`src/rtl/pkt_rx_pkg.sv`:
```
// Shared types and widths for the package-readout receiver.
package pkt_rx_pkg;
    localparam int DEF_DATA_W = 18;
    localparam int DEF_CNT_W  = 16;
    localparam int DEF_GAP_W  = 8;
    localparam int WCNT_W     = 11;

    typedef enum logic [1:0] {
        PKT_LEN_216  = 2'b00,
        PKT_LEN_432  = 2'b01,
        PKT_LEN_864  = 2'b10,
        PKT_LEN_1728 = 2'b11
    } len_sel_e;

    typedef enum logic [1:0] {IDLE, RECV, DRAIN, GAP} rx_state_e;

    function automatic logic [WCNT_W-1:0] len_words(input len_sel_e sel);
        return WCNT_W'(216) << sel;
    endfunction
endpackage

```
`src/rtl/pkt_rx_if.sv`:
```
// Pad-side input and tagged output stream of the receiver.
interface pkt_rx_if import pkt_rx_pkg::*; #(
    parameter int DATA_W = DEF_DATA_W
);
    logic [DATA_W-1:0] in_data;
    logic              in_valid;
    logic [DATA_W-1:0] out_data;
    logic              out_valid;
    logic              out_sop;
    logic              out_eop;
    logic              out_err;

    modport master (output in_data, in_valid,
                    input  out_data, out_valid, out_sop, out_eop, out_err);
    modport slave  (input  in_data, in_valid,
                    output out_data, out_valid, out_sop, out_eop, out_err);
endinterface

```
`src/rtl/pkt_rx_selftest_chk.sv`:
```
// Running-counter pattern checker; resyncs to received+1 after every word.
module pkt_rx_selftest_chk import pkt_rx_pkg::*; #(
    parameter int DATA_W = DEF_DATA_W,
    parameter int CNT_W  = DEF_CNT_W
) (
    input  logic              clk,
    input  logic              rst,
    input  logic              chk_en,
    input  logic [DATA_W-1:0] data,
    output logic              mismatch,
    output logic [CNT_W-1:0]  data_err_cnt
);
    logic [DATA_W-1:0] expected;

    assign mismatch = chk_en && (data != expected);

    // On a match data+1 equals expected+1, so one update covers both cases.
    always_ff @(posedge clk or posedge rst) begin
        if (rst) begin
            expected     <= '0;
            data_err_cnt <= '0;
        end else if (chk_en) begin
            expected <= data + 1'b1;
            if (mismatch && !(&data_err_cnt)) data_err_cnt <= data_err_cnt + 1'b1;
        end
    end
endmodule

```
`src/rtl/pkt_rx_capture.sv`:
```
// Frames VALID runs into SOP/EOP-tagged packets with length/gap checks.
// Build option PKT_RX_SELFTEST_EN adds the counter-pattern checker and data_err_cnt.
module pkt_rx_capture import pkt_rx_pkg::*; #(
    parameter int DATA_W = DEF_DATA_W,
    parameter int CNT_W  = DEF_CNT_W,
    parameter int GAP_W  = DEF_GAP_W
) (
    input  logic             clk,
    input  logic             rst,
    input  logic             cfg_en,
    input  logic [1:0]       cfg_len_sel,
    input  logic [GAP_W-1:0] cfg_min_gap,
    pkt_rx_if.slave          rx,
    output logic [CNT_W-1:0] pkt_cnt,
    output logic [CNT_W-1:0] len_err_cnt,
    output logic [CNT_W-1:0] gap_err_cnt,
`ifdef PKT_RX_SELFTEST_EN
    output logic [CNT_W-1:0] data_err_cnt,
`endif
    output logic             busy
);
    rx_state_e         state;
    logic [DATA_W-1:0] s1_data, hold_data;
    logic              s1_valid, hold_sop, hold_derr;
    logic              seen_pkt, pkt_gap_err, sop_gap_err, derr;
    logic [WCNT_W-1:0] wcnt, pkt_len;
    logic [GAP_W-1:0]  gap_cnt;

    function automatic logic [CNT_W-1:0] sat_inc(input logic [CNT_W-1:0] v);
        return (&v) ? v : v + 1'b1;
    endfunction

`ifdef PKT_RX_SELFTEST_EN
    pkt_rx_selftest_chk #(.DATA_W(DATA_W), .CNT_W(CNT_W)) u_chk (
        .clk          (clk),
        .rst          (rst),
        .chk_en       (cfg_en & s1_valid),
        .data         (s1_data),
        .mismatch     (derr),
        .data_err_cnt (data_err_cnt)
    );
`else
    assign derr = 1'b0;
`endif

    assign sop_gap_err = seen_pkt && (gap_cnt < cfg_min_gap);
    assign busy        = (state != IDLE);

    always_ff @(posedge clk or posedge rst) begin
        if (rst) begin
            s1_data  <= '0;
            s1_valid <= 1'b0;
        end else begin
            s1_data  <= rx.in_data;
            s1_valid <= rx.in_valid;
        end
    end

    // The held word is emitted once the following sample is visible in s1,
    // which is what lets EOP be decided without a second look-ahead stage.
    always_ff @(posedge clk or posedge rst) begin
        if (rst) begin
            state        <= IDLE;
            hold_data    <= '0;
            hold_sop     <= 1'b0;
            hold_derr    <= 1'b0;
            wcnt         <= '0;
            pkt_len      <= '0;
            gap_cnt      <= '0;
            seen_pkt     <= 1'b0;
            pkt_gap_err  <= 1'b0;
            pkt_cnt      <= '0;
            len_err_cnt  <= '0;
            gap_err_cnt  <= '0;
            rx.out_data  <= '0;
            rx.out_valid <= 1'b0;
            rx.out_sop   <= 1'b0;
            rx.out_eop   <= 1'b0;
            rx.out_err   <= 1'b0;
        end else begin
            rx.out_valid <= 1'b0;
            rx.out_sop   <= 1'b0;
            rx.out_eop   <= 1'b0;
            rx.out_err   <= 1'b0;
            case (state)
                IDLE, GAP: begin
                    if (!cfg_en) begin
                        state    <= IDLE;
                        seen_pkt <= 1'b0;
                    end else if (s1_valid) begin
                        state       <= RECV;
                        hold_data   <= s1_data;
                        hold_sop    <= 1'b1;
                        hold_derr   <= derr;
                        wcnt        <= WCNT_W'(1);
                        pkt_len     <= len_words(len_sel_e'(cfg_len_sel));
                        pkt_gap_err <= sop_gap_err;
                        if (sop_gap_err) gap_err_cnt <= sat_inc(gap_err_cnt);
                        gap_cnt     <= '0;
                        seen_pkt    <= 1'b1;
                    end else if (state == GAP && !(&gap_cnt)) begin
                        gap_cnt <= gap_cnt + 1'b1;
                    end
                end
                RECV: begin
                    rx.out_valid <= 1'b1;
                    rx.out_data  <= hold_data;
                    rx.out_sop   <= hold_sop;
                    if (!cfg_en) begin
                        rx.out_eop  <= 1'b1;
                        rx.out_err  <= 1'b1;
                        len_err_cnt <= sat_inc(len_err_cnt);
                        state       <= IDLE;
                        seen_pkt    <= 1'b0;
                    end else if (wcnt == pkt_len) begin
                        rx.out_eop <= 1'b1;
                        rx.out_err <= pkt_gap_err | hold_derr;
                        if (s1_valid) begin
                            len_err_cnt <= sat_inc(len_err_cnt);
                            state       <= DRAIN;
                        end else begin
                            if (!pkt_gap_err) pkt_cnt <= sat_inc(pkt_cnt);
                            gap_cnt <= GAP_W'(1);
                            state   <= GAP;
                        end
                    end else if (!s1_valid) begin
                        rx.out_eop  <= 1'b1;
                        rx.out_err  <= 1'b1;
                        len_err_cnt <= sat_inc(len_err_cnt);
                        gap_cnt     <= GAP_W'(1);
                        state       <= GAP;
                    end else begin
                        rx.out_err <= hold_derr;
                        hold_data  <= s1_data;
                        hold_sop   <= 1'b0;
                        hold_derr  <= derr;
                        wcnt       <= wcnt + 1'b1;
                    end
                end
                DRAIN: begin
                    if (!cfg_en) begin
                        state    <= IDLE;
                        seen_pkt <= 1'b0;
                    end else if (!s1_valid) begin
                        gap_cnt <= GAP_W'(1);
                        state   <= GAP;
                    end
                end
                default: state <= IDLE;
            endcase
        end
    end
endmodule

```
`src/flat_wrapper.sv`:
```
// flat-port wrapper written by rule: the top's interface ports become plain ports
module pkt_rx_capture_flat import pkt_rx_pkg::*;
#(
    parameter int DATA_W = DEF_DATA_W,
    parameter int CNT_W  = DEF_CNT_W,
    parameter int GAP_W  = DEF_GAP_W
)
  (clk, rst, cfg_en, cfg_len_sel, cfg_min_gap, pkt_cnt, len_err_cnt, gap_err_cnt, busy, rx_in_data, rx_in_valid, rx_out_data, rx_out_valid, rx_out_sop, rx_out_eop, rx_out_err);
  pkt_rx_if #(.DATA_W(DATA_W)) rx_i ();
  input  logic clk;
  input  logic rst;
  input  logic cfg_en;
  input  logic [1:0] cfg_len_sel;
  input  logic [GAP_W-1:0] cfg_min_gap;
  output logic [CNT_W-1:0] pkt_cnt;
  output logic [CNT_W-1:0] len_err_cnt;
  output logic [CNT_W-1:0] gap_err_cnt;
  output logic busy;
  input wire logic [$bits(rx_i.in_data)-1:0] rx_in_data;
  input wire logic [$bits(rx_i.in_valid)-1:0] rx_in_valid;
  output wire logic [$bits(rx_i.out_data)-1:0] rx_out_data;
  output wire logic [$bits(rx_i.out_valid)-1:0] rx_out_valid;
  output wire logic [$bits(rx_i.out_sop)-1:0] rx_out_sop;
  output wire logic [$bits(rx_i.out_eop)-1:0] rx_out_eop;
  output wire logic [$bits(rx_i.out_err)-1:0] rx_out_err;
  assign rx_i.in_data = rx_in_data;
  assign rx_i.in_valid = rx_in_valid;
  assign rx_out_data = rx_i.out_data;
  assign rx_out_valid = rx_i.out_valid;
  assign rx_out_sop = rx_i.out_sop;
  assign rx_out_eop = rx_i.out_eop;
  assign rx_out_err = rx_i.out_err;
  pkt_rx_capture #(.DATA_W(DATA_W), .CNT_W(CNT_W), .GAP_W(GAP_W)) u_core (.clk(clk), .rst(rst), .cfg_en(cfg_en), .cfg_len_sel(cfg_len_sel), .cfg_min_gap(cfg_min_gap), .rx(rx_i), .pkt_cnt(pkt_cnt), .len_err_cnt(len_err_cnt), .gap_err_cnt(gap_err_cnt), .busy(busy));
endmodule
```
`config.mk`:
```
export PLATFORM = sky130hd
export DESIGN_NAME = pkt_rx_capture_flat
export DESIGN_NICKNAME = d
export VERILOG_FILES = /design/src/rtl/pkt_rx_pkg.sv /design/src/rtl/pkt_rx_if.sv /design/src/rtl/pkt_rx_selftest_chk.sv /design/src/rtl/pkt_rx_capture.sv /design/src/flat_wrapper.sv
export SDC_FILE = /design/constraint.sdc
export NUM_CORES = 1
export LEC_CHECK = 0
export CAP_MARGIN = 20
export CORE_UTILIZATION = 48
export DETAILED_ROUTE_END_ITERATION = 10
export GPL_ROUTABILITY_DRIVEN = 1
export PLACE_DENSITY = 0.76
export SKIP_LAST_GASP = 1
export SLEW_MARGIN = 20
export SYNTH_ARGS = -nofsm -noshare
export SYNTH_HDL_FRONTEND = slang
export SYNTH_SLANG_ARGS = --single-unit
```
`constraint.sdc`:
```
create_clock -name clk -period 4.4 [get_ports clk]
set_clock_uncertainty 0.15 [all_clocks]
set_input_delay 0.66 -clock clk [delete_from_list [all_inputs] [get_ports clk]]
set_output_delay 0.66 -clock clk [all_outputs]
set_load 0.01 [all_outputs]
```
* Word-level counts from Yosys, hierarchy flattened
Cells that the tools add are included.
** Storage, ports and cells
- Register bits after elaboration :: 143
- Bits in latches :: 0
- RAM bits :: 0
- Bits in read-only memories :: 0
- Word-level logic and storage cells :: 121
- Memories :: 0
** Cells by class
- Add/subtract/negate cells :: 5
- $mul :: 0
- Divide/modulo/power cells :: 0
- $lt $le $gt $ge :: 1
- Equality and inequality tests :: 16
- Shift-type cells :: 1
- Mux-type cells :: 54
- Bitwise logic cells :: 5
- Reduce and logical (&&, ||, !) cells :: 20
** Operator list (number)
- 16-bit 2-to-1 mux :: 5
- 18-bit 2-to-1 mux :: 4
- 11-bit 2-to-1 mux :: 5
- 16-bit by 1-bit adder with 16-bit output (second input constant) :: 3
- 16-bit AND reduction :: 3
- 8-bit 2-to-1 mux :: 5
- 18-bit one-hot mux with 2 select lines :: 1
- 1-bit 2-to-1 mux :: 22
- 11-bit one-hot mux with 2 select lines :: 1
- 8-bit one-hot mux with 2 select lines :: 1
- 2-bit 2-to-1 mux :: 6
- 6-bit AND reduction :: 2
- 11-bit by 1-bit adder with 11-bit output (second input constant) :: 1
- 11-bit equality test :: 1
- 8-bit by 2-bit left shift with 11-bit output (first input constant) :: 1
- 2-bit != test (second input constant) :: 5
- 8-bit by 1-bit adder with 8-bit output (second input constant) :: 1
- 8-bit < comparator :: 1
- 4-bit AND reduction :: 2
- 8-bit AND reduction :: 1
- 2-bit by 1-bit != test with 1-bit output (second input constant) :: 3
- 3-bit by 2-bit != test with 1-bit output (second input constant) :: 2
- 1-bit one-hot mux with 2 select lines :: 3
- 2-bit one-hot mux with 3 select lines :: 1
- 14 further kinds :: 22

* Longest topological paths before layout
Gate-level depths: netlist (run 1).
- Word-level depth :: 7
- Gate-level depth with buffers :: 10

* Worst setup path after synthesis (run 1)
OpenSTA, ideal clock, no wires.
- Path type :: in2reg
- From :: input port cfg_min_gap[5]
- To :: register u_core.gap_err_cnt[7]
- Arrival :: 2.186 ns
- Required time :: 4.125 ns
- Path slack :: 1.939 ns
- Cell stages on the path :: 9
- Buffers on the path :: 1
- Cell sequence :: inv_1 > ha_1 > a211o_1 > a21oi_1 > o21ai_0 > a41oi_2 > buf_6 > nand4_1 > xnor2_1
** On the way
- Word-level cells in the longest chain between the ends :: 3
** RTL lines
- start, declared :: line flat_wrapper.sv:14 : input logic [GAP_W-1:0] cfg_min_gap;
- 8-bit < comparator :: line pkt_rx_capture.sv:46 : assign sop_gap_err = seen_pkt && (gap_cnt < cfg_min_gap);
- 1-bit logical AND :: line pkt_rx_capture.sv:46
- 5-bit AND reduction (no source line)
- end signal, assigned :: line pkt_rx_capture.sv:98 : if (sop_gap_err) gap_err_cnt <= sat_inc(gap_err_cnt);
- end, declared :: line pkt_rx_capture.sv:16 : output logic [CNT_W-1:0] gap_err_cnt,
No other way between the ends.
A chain may end at the register's enable or synchronous reset.

* Worst setup path after layout (run 1)
- From :: input port cfg_en
- To :: register u_core.gap_err_cnt[12]
** On the way
- Word-level cells in the longest chain between the ends :: 1
** RTL lines
- start, declared :: line flat_wrapper.sv:12 : input logic cfg_en;
- 5-bit AND reduction (no source line)
No other way between the ends.

==> qor.yml, run 1 <==
setup_path:
  cp.required_ps: 4570
  path_max_fanout: 18
  critPathLaunch: "cfg_en"
  crit_type: "in -> reg"
  critPathTopFamily: "compound AO/OA/AOI/OAI gates"
  crit_path_start_kind: "input pin"
  r2r_start: "u_core.state[0]"
  critPathMaxStageDelay_ps: 810
  cp.arrival_ps: 3280
  cp_cell_sequence: "clkdlybuf4s50_1, nand3_4, a2111o_1, a41oi_2, nand4_1, xnor2_1"
  cp-end-kind: "flip-flop"
  crit_path_top_delay_cell: "clkdlybuf4s50_1"
  path_buf_inv: 1
route:
  dr_total_vias: 4494
  first_pass_iters: 4
  wl_mm: 12.9
  viasPerCell: 5.35
  post_drt_wl_per_cell_um: 15.3
  drtIter0Drc: 261
  drc: 0
  antenna_left: 0
flow_run:
  cap_violations: 0
clock_tree:
  cts_sinks: 138
  clkTransAtPathRegs_ps: 60
  h-tree-depth: 4
  hold_buffers: 0
  insertion_delay_ps: 420
  cts_tree: "built"
  cts_resized: 0
  cts_buffer_depth: 2
  cts_made_buffers: 17
  cts_root_buffer: "clkbuf_16"
  postCtsSetupRepairBufs: 0
logic_synthesis:
  synth-edff-count: 0
  syn_inst: 547
  ys_dominant_reg_cell: "dfrtp_1"
  yosys.area.top_type_share: 0.541
  yosysUniqueCellTypes: 60
  ys_warn_count: 0
  ys_ff_latch: 138
  synth_area_um2: 6380
  synth-async-reset-ratio: 1.00
  seq_area_frac_synth: 0.541
  synth_area_leaders: "dfrtp_1 54%, mux2_2 7.2%, xnor2_1 4.4%"
  synth_nets: 600
  synth_area_per_cell_um2: 11.7
  post-synth-top-area-cell: "dfrtp_1"
timing:
  fin_crit_ps: 3110
  slew_violations: 0
  finalSetupViolations: 0
  rsz0062_at_grt: "no"
  fin_setup_tns_ps: 0
  fin_crit_sh: 0.707
  report.final.hold_viol_count: 0
  tightest_slew_ps: 927
  timing.fmax_mhz: 321
  timing.final.ws_setup_ps: 1290
  relSlewSlack: 0.377
pwr:
  p_comb_frac: 0.273
  swShare: 0.292
  power_density_nw_per_um2: 558
  p_leak_nw: 3.62
  peakVddDrop_uv: 378
  switching_power_mw: 1.34
  power.share.sequential: 0.395
  p_int_mw: 3.24
  clkPwrFrac: 0.332
finish:
  n_antenna_cell: 0
  most-common-layout-cells: "138 x dfrtp_1, 102 x clkdlybuf4s50_1, 44 x nand2_1, 41 x mux2_2, 32 x xnor2_1"
  nNetsFinal: 708
  layout_commonest_cell: "dfrtp_1"
  drive_gt1_frac: 0.159
  synthToLayoutAreaGrowth_pct: 28.7
  stdcell_area_um2: 8210
global_route:
  antenna_found_initial: 0
  grt_pass1_wl_mm: 22.1
  grt_max_degree: 52
  grt_usage: 0.200
  grt-ovfl-total: 0
  grt_pass1_vias: 4664
place:
  dp.final_hpwl_mm: 8.59
  postPlaceCellArea_um2: 7560
  post-place-ws_ps: 923
  port_buffers: 102
  place.gp.congestion: 0.810
outcome:
  status: "completed"
floorplanning:
  die-height_um: 117
  pin_count: 103
  core_area_um2: 12800
  die_area_um2: 13800
  rows: 41
  start_util: 0.500
  fp.dieW_um: 117
hold_path:
  min_from: "u_core.s1_data[12]"
  min_path_type: "reg -> reg"
[routing by layer]
| metal | wire length (um) | vias to the layer above | GRT usage |
|---|---|---|---|
| met5 | 0 | - | 0 |
| met2 | 6300 | 109 | 0.326 |
| met1 | 5860 | 2230 | 0.255 |
| met4 | 166 | 0 | 0.0771 |
| met3 | 542 | 13 | 0.0496 |
| li1 | - | 2142 | - |
[synthesized netlist by cell type, types with 8 or more instances]
library cell	instances
dfrtp_1	138
nand3_1	29
and3_1	21
xnor2_1	32
ha_1	21
clkbuf_1	8
nor3_2	9
nor2_1	27
mux2_2	41
nand2_1	44
o21ai_0	22
inv_1	21
a21oi_1	10
xor2_1	22
nand4_1	20
[sequential cells by signal, summed over array words and instances, names as in the netlist]
register             count
u_core.hold_data        18
u_core.rx.out_data      18
u_core.s1_data          18
u_core.gap_err_cnt      16
u_core.len_err_cnt      16
u_core.pkt_cnt          16
u_core.wcnt             11
u_core.gap_cnt           8
u_core.pkt_len           7
u_core.state             2
u_core.hold_sop          1
u_core.pkt_gap_err       1
u_core.rx.out_eop        1
u_core.rx.out_err        1
u_core.rx.out_sop        1
u_core.rx.out_valid      1
u_core.s1_valid          1
u_core.seen_pkt          1
[per-stage QoR]
stage | hold WS [ps] | utilization | std cells | total power, mW
after floorplan | 292 | - | 547 | 2.57
after global placement | 305 | 0.592 | 807 | 3.03
after detailed placement | 310 | 0.592 | 807 | 3.08
after CTS | 326 | 0.641 | 839 | 4.63
after global routing | 337 | 0.643 | 840 | 4.83
final | 323 | 0.643 | 840 | 4.58
[power by group through the flow]
stage	clock network [mW]	logic (mW)	registers (mW)
2_1_floorplan	0	0.740	1.83
3_3_place_gp	0	1.21	1.81
3_5_place_dp	0	1.25	1.82
4_1_cts	1.55	1.27	1.81
5_1_grt	1.61	1.37	1.86
6_report	1.52	1.25	1.81
[path summary, 6_finish.rpt]
kind / to / slack (ps) / depth (start not counted)
setup / recovery: u_core.gap_err_cnt[12] / 1290 / 6
hold / removal: u_core.hold_data[12] / 320 / 1
setup reg to reg: u_core.gap_err_cnt[12] / 1290 / 8
hold reg to reg: u_core.hold_data[12] / 320 / 1
max in group asynchronous: u_core.gap_err_cnt[8] / 2760 / 4
min in group asynchronous: u_core.s1_data[8] / 480 / 2
[worst reg2reg max path, cell delays in order, from the launching register on]
cell and delay [ps]:
dfrtp_1 420, inv_1 100, ha_1 440, inv_2 200, nand3_4 190, a2111o_1 360, a41oi_2 670, nand4_1 240
xnor2_1 250
[cell families after synthesis]
group / after synthesis / synth area share
buf+inv: 40 / 0.0302
xor+xnor: 55 / 0.0766
mux: 44 / 0.0786
flops: 138 / 0.541
simple gates: 189 / 0.166
compound gates: 60 / 0.0668
fa+ha+maj: 21 / 0.0412
[cell type report]
cell class | count | area, um2
flip-flops and latches | 138 | 3450
repair buffers | 107 | 1080
clock inverters | 11 | 168
fillers | 985 | 4560
multi-input cells | 369 | 2740
well taps | 172 | 215
clock buffers | 21 | 470
inverters | 22 | 86.3
Power figures use the tool's default switching activity.
==> run 2: changes to the inputs <==
- clock period: 4.4 -> 2.6 ns (I/O delays scaled with it)
==> run 2 against run 1 <==
- count of clock-buffer cells in the layout shrank 1
- register-to-register slack got worse by 1100 ps
- cell area rose by 1.7%
- power increased by 69%
- combinational power increased by 78%
- worst hold slack got worse by 63 ps
- via count is 1.0% higher
- critical path depth rose by 3
- clock power rose by 62%
==> qor.yml, run 2 (synthesis results as in run 1) <==
outcome:
  status: "completed"
global_route:
  grt_pass1_vias: 4688  # +0.51%
  grt_max_degree: 84  # +62%
  antenna_found_initial: 0  # unchanged
  grt_usage: 0.200  # about the same
  grt_pass1_wl_mm: 22.1  # about the same
  grt-ovfl-total: 0  # unchanged
clock_tree:
  insertion_delay_ps: 420  # about the same
  cts_buffer_depth: 2  # unchanged
  cts_made_buffers: 17  # unchanged
  cts_root_buffer: "clkbuf_16"
  h-tree-depth: 4  # unchanged
  cts_tree: "built"
  clkTransAtPathRegs_ps: 60  # about the same
  cts_sinks: 138  # unchanged
  hold_buffers: 0  # unchanged
floorplanning:
  die_area_um2: 13800  # unchanged
  pin_count: 103  # unchanged
  rows: 41  # unchanged
  die-height_um: 117  # unchanged
  core_area_um2: 12800  # unchanged
  start_util: 0.500  # unchanged
  fp.dieW_um: 117  # unchanged
finish:
  nNetsFinal: 727  # +2.7%
  n_antenna_cell: 0  # unchanged
  layout_commonest_cell: "dfrtp_1"
  drive_gt1_frac: 0.183  # +0.0247
  synthToLayoutAreaGrowth_pct: 30.9
  fillers: 959  # -2.6%
  final_core_util: 0.654  # +0.0112
  most-common-layout-cells: "138 x dfrtp_1, 102 x clkdlybuf4s50_1, 44 x nand2_1, 41 x mux2_2, 32 x xnor2_1"
  reg.largest.list: "u_core.hold_data (18), u_core.rx.out_data (18), u_core.s1_data (18)"
route:
  drtIter0Drc: 262  # +0.38%
  post_drt_wl_per_cell_um: 14.7  # -3.9%
  drc: 0  # unchanged
  dr_total_vias: 4539  # +1.0%
  wl_mm: 12.6  # -1.8%
  first_pass_iters: 4  # unchanged
  viasPerCell: 5.28  # -1.2%
  antenna_left: 0  # unchanged
timing:
  timing.fmax_mhz: 416
  rsz0062_at_grt: "no"
  hold_slack_ps: 260  # -63.3 ps
  fin_setup_tns_ps: 0  # unchanged
  finalSetupViolations: 0  # unchanged
  relSlewSlack: 0.643  # +0.266
  tightest_slew_ps: 531  # -396 ps
  fin_crit_sh: 0.924
  slew_violations: 0  # unchanged
  fin_crit_ps: 2400
  report.final.hold_viol_count: 0  # unchanged
setup_path:
  crit_path_top_delay_cell: "or4_4"
  cp.required_ps: 2750  # -1820 ps
  cp_cell_sequence: "inv_1, ha_1, and2b_1, o211ai_4, or4_4, o2111ai_4, buf_4, nor3_2, xor2_1"
  cp-end-kind: "flip-flop"
  critPathTopFamily: "simple AND/OR/NAND/NOR gates"
  path_max_fanout: 12  # -6
  crit_path_start_kind: "flip-flop"
  crit_type: "reg -> reg"
  path_buf_inv: 2  # +1
  critPathMaxStageDelay_ps: 510  # -300 ps
  cp.arrival_ps: 2550  # -730 ps
place:
  port_buffers: 102  # unchanged
  place.gp.congestion: 0.821  # +1.3%
  dp.final_hpwl_mm: 8.74  # +1.8%
hold_path:
  min_path_type: "in -> reg"
pwr:
  power_density_nw_per_um2: 927  # +66%
  p_leak_nw: 3.71  # +2.4%
  peakVddDrop_uv: 670  # +77%
flow_run:
  cap_violations: 0  # unchanged
[run 2: changes by cell type in the layout (fill, tap and decap cells not counted)]
cell | before | now
clkinvlp_4 | 3 | 4
buf_4 | 3 | 20
clkinv_4 | 2 | 1
clkinv_2 | 3 | 5
bufinv_16 | 4 | 3
buf_12 | 2 | 4
clkbuf_1 | 1 | 0
[run 2: per-layer routing]
metal / wire length (um) / up-vias / global-route usage / part of all wire
li1: - / 2176 / - / -
met1: 5790 / 2235 / 0.254 / 0.46
met2: 6120 / 113 / 0.320 / 0.48
met3: 534 / 15 / 0.0511 / 0.042
met4: 193 / 0 / 0.0917 / 0.015
met5: 0 / - / 0 / 0
[run 2: metrics by stage]
step	cell area, um2	total power [mW]	cells	setup slack [ps]
after floorplan	6390	4.35	547	220
after global placement	7710	5.20	823	-52.4
after detailed placement	7710	5.29	823	-88.6
after CTS	8330	7.80	855	131
after global routing	8360	8.20	859	27.8
final	8360	7.75	859	198
[run 2: layout make-up]
class                      instances  area [um2]  area share
sequential                       138        3450       0.413
multi-input combinational        369        2740       0.328
timing repair buffer             126        1250       0.150
clock buffer                      20         467      0.0558
tap                              172         215      0.0258
clock inverter                    12         146      0.0175
inverter                          22        86.3      0.0103
[run 2: repair_timing]
item | in CTS | in global routing
resized for setup | 0 | 0
endpoints found under the setup margin | 0 | 1
setup buffers | 0 | 4
[run 2: worst paths after layout]
path | from | endpoint | slack [ps] | cells past startpoint
worst max-delay path | u_core.wcnt[0] | u_core.len_err_cnt[13] | 200 | 9
worst min-delay path | rx_in_data[16] | u_core.s1_data[16] | 260 | 1
worst max register to register | u_core.wcnt[0] | u_core.len_err_cnt[13] | 200 | 9
worst min register to register | u_core.s1_data[2] | u_core.hold_data[2] | 320 | 1
max in group asynchronous | rst | u_core.rx.out_eop | 1620 | 3
min in group asynchronous | rst | u_core.rx.out_data[6] | 290 | 3
[run 2: power by group]
group / internal, mW / switching [mW] / leakage (nW)
clock: 1.57 / 0.891 / 0.298
combinational: 1.22 / 0.998 / 1.66
sequential: 2.68 / 0.382 / 1.75
total: 5.48 / 2.27 / 3.71
[run 2: worst reg2reg max path, stage by stage (launching register included)]
cell       delay (ps)
dfrtp_1           390
inv_1             100
ha_1              160
and2b_1           220
o211ai_4          110
or4_4             510
o2111ai_4         230
buf_4             220
nor3_2             50
xor2_1            140
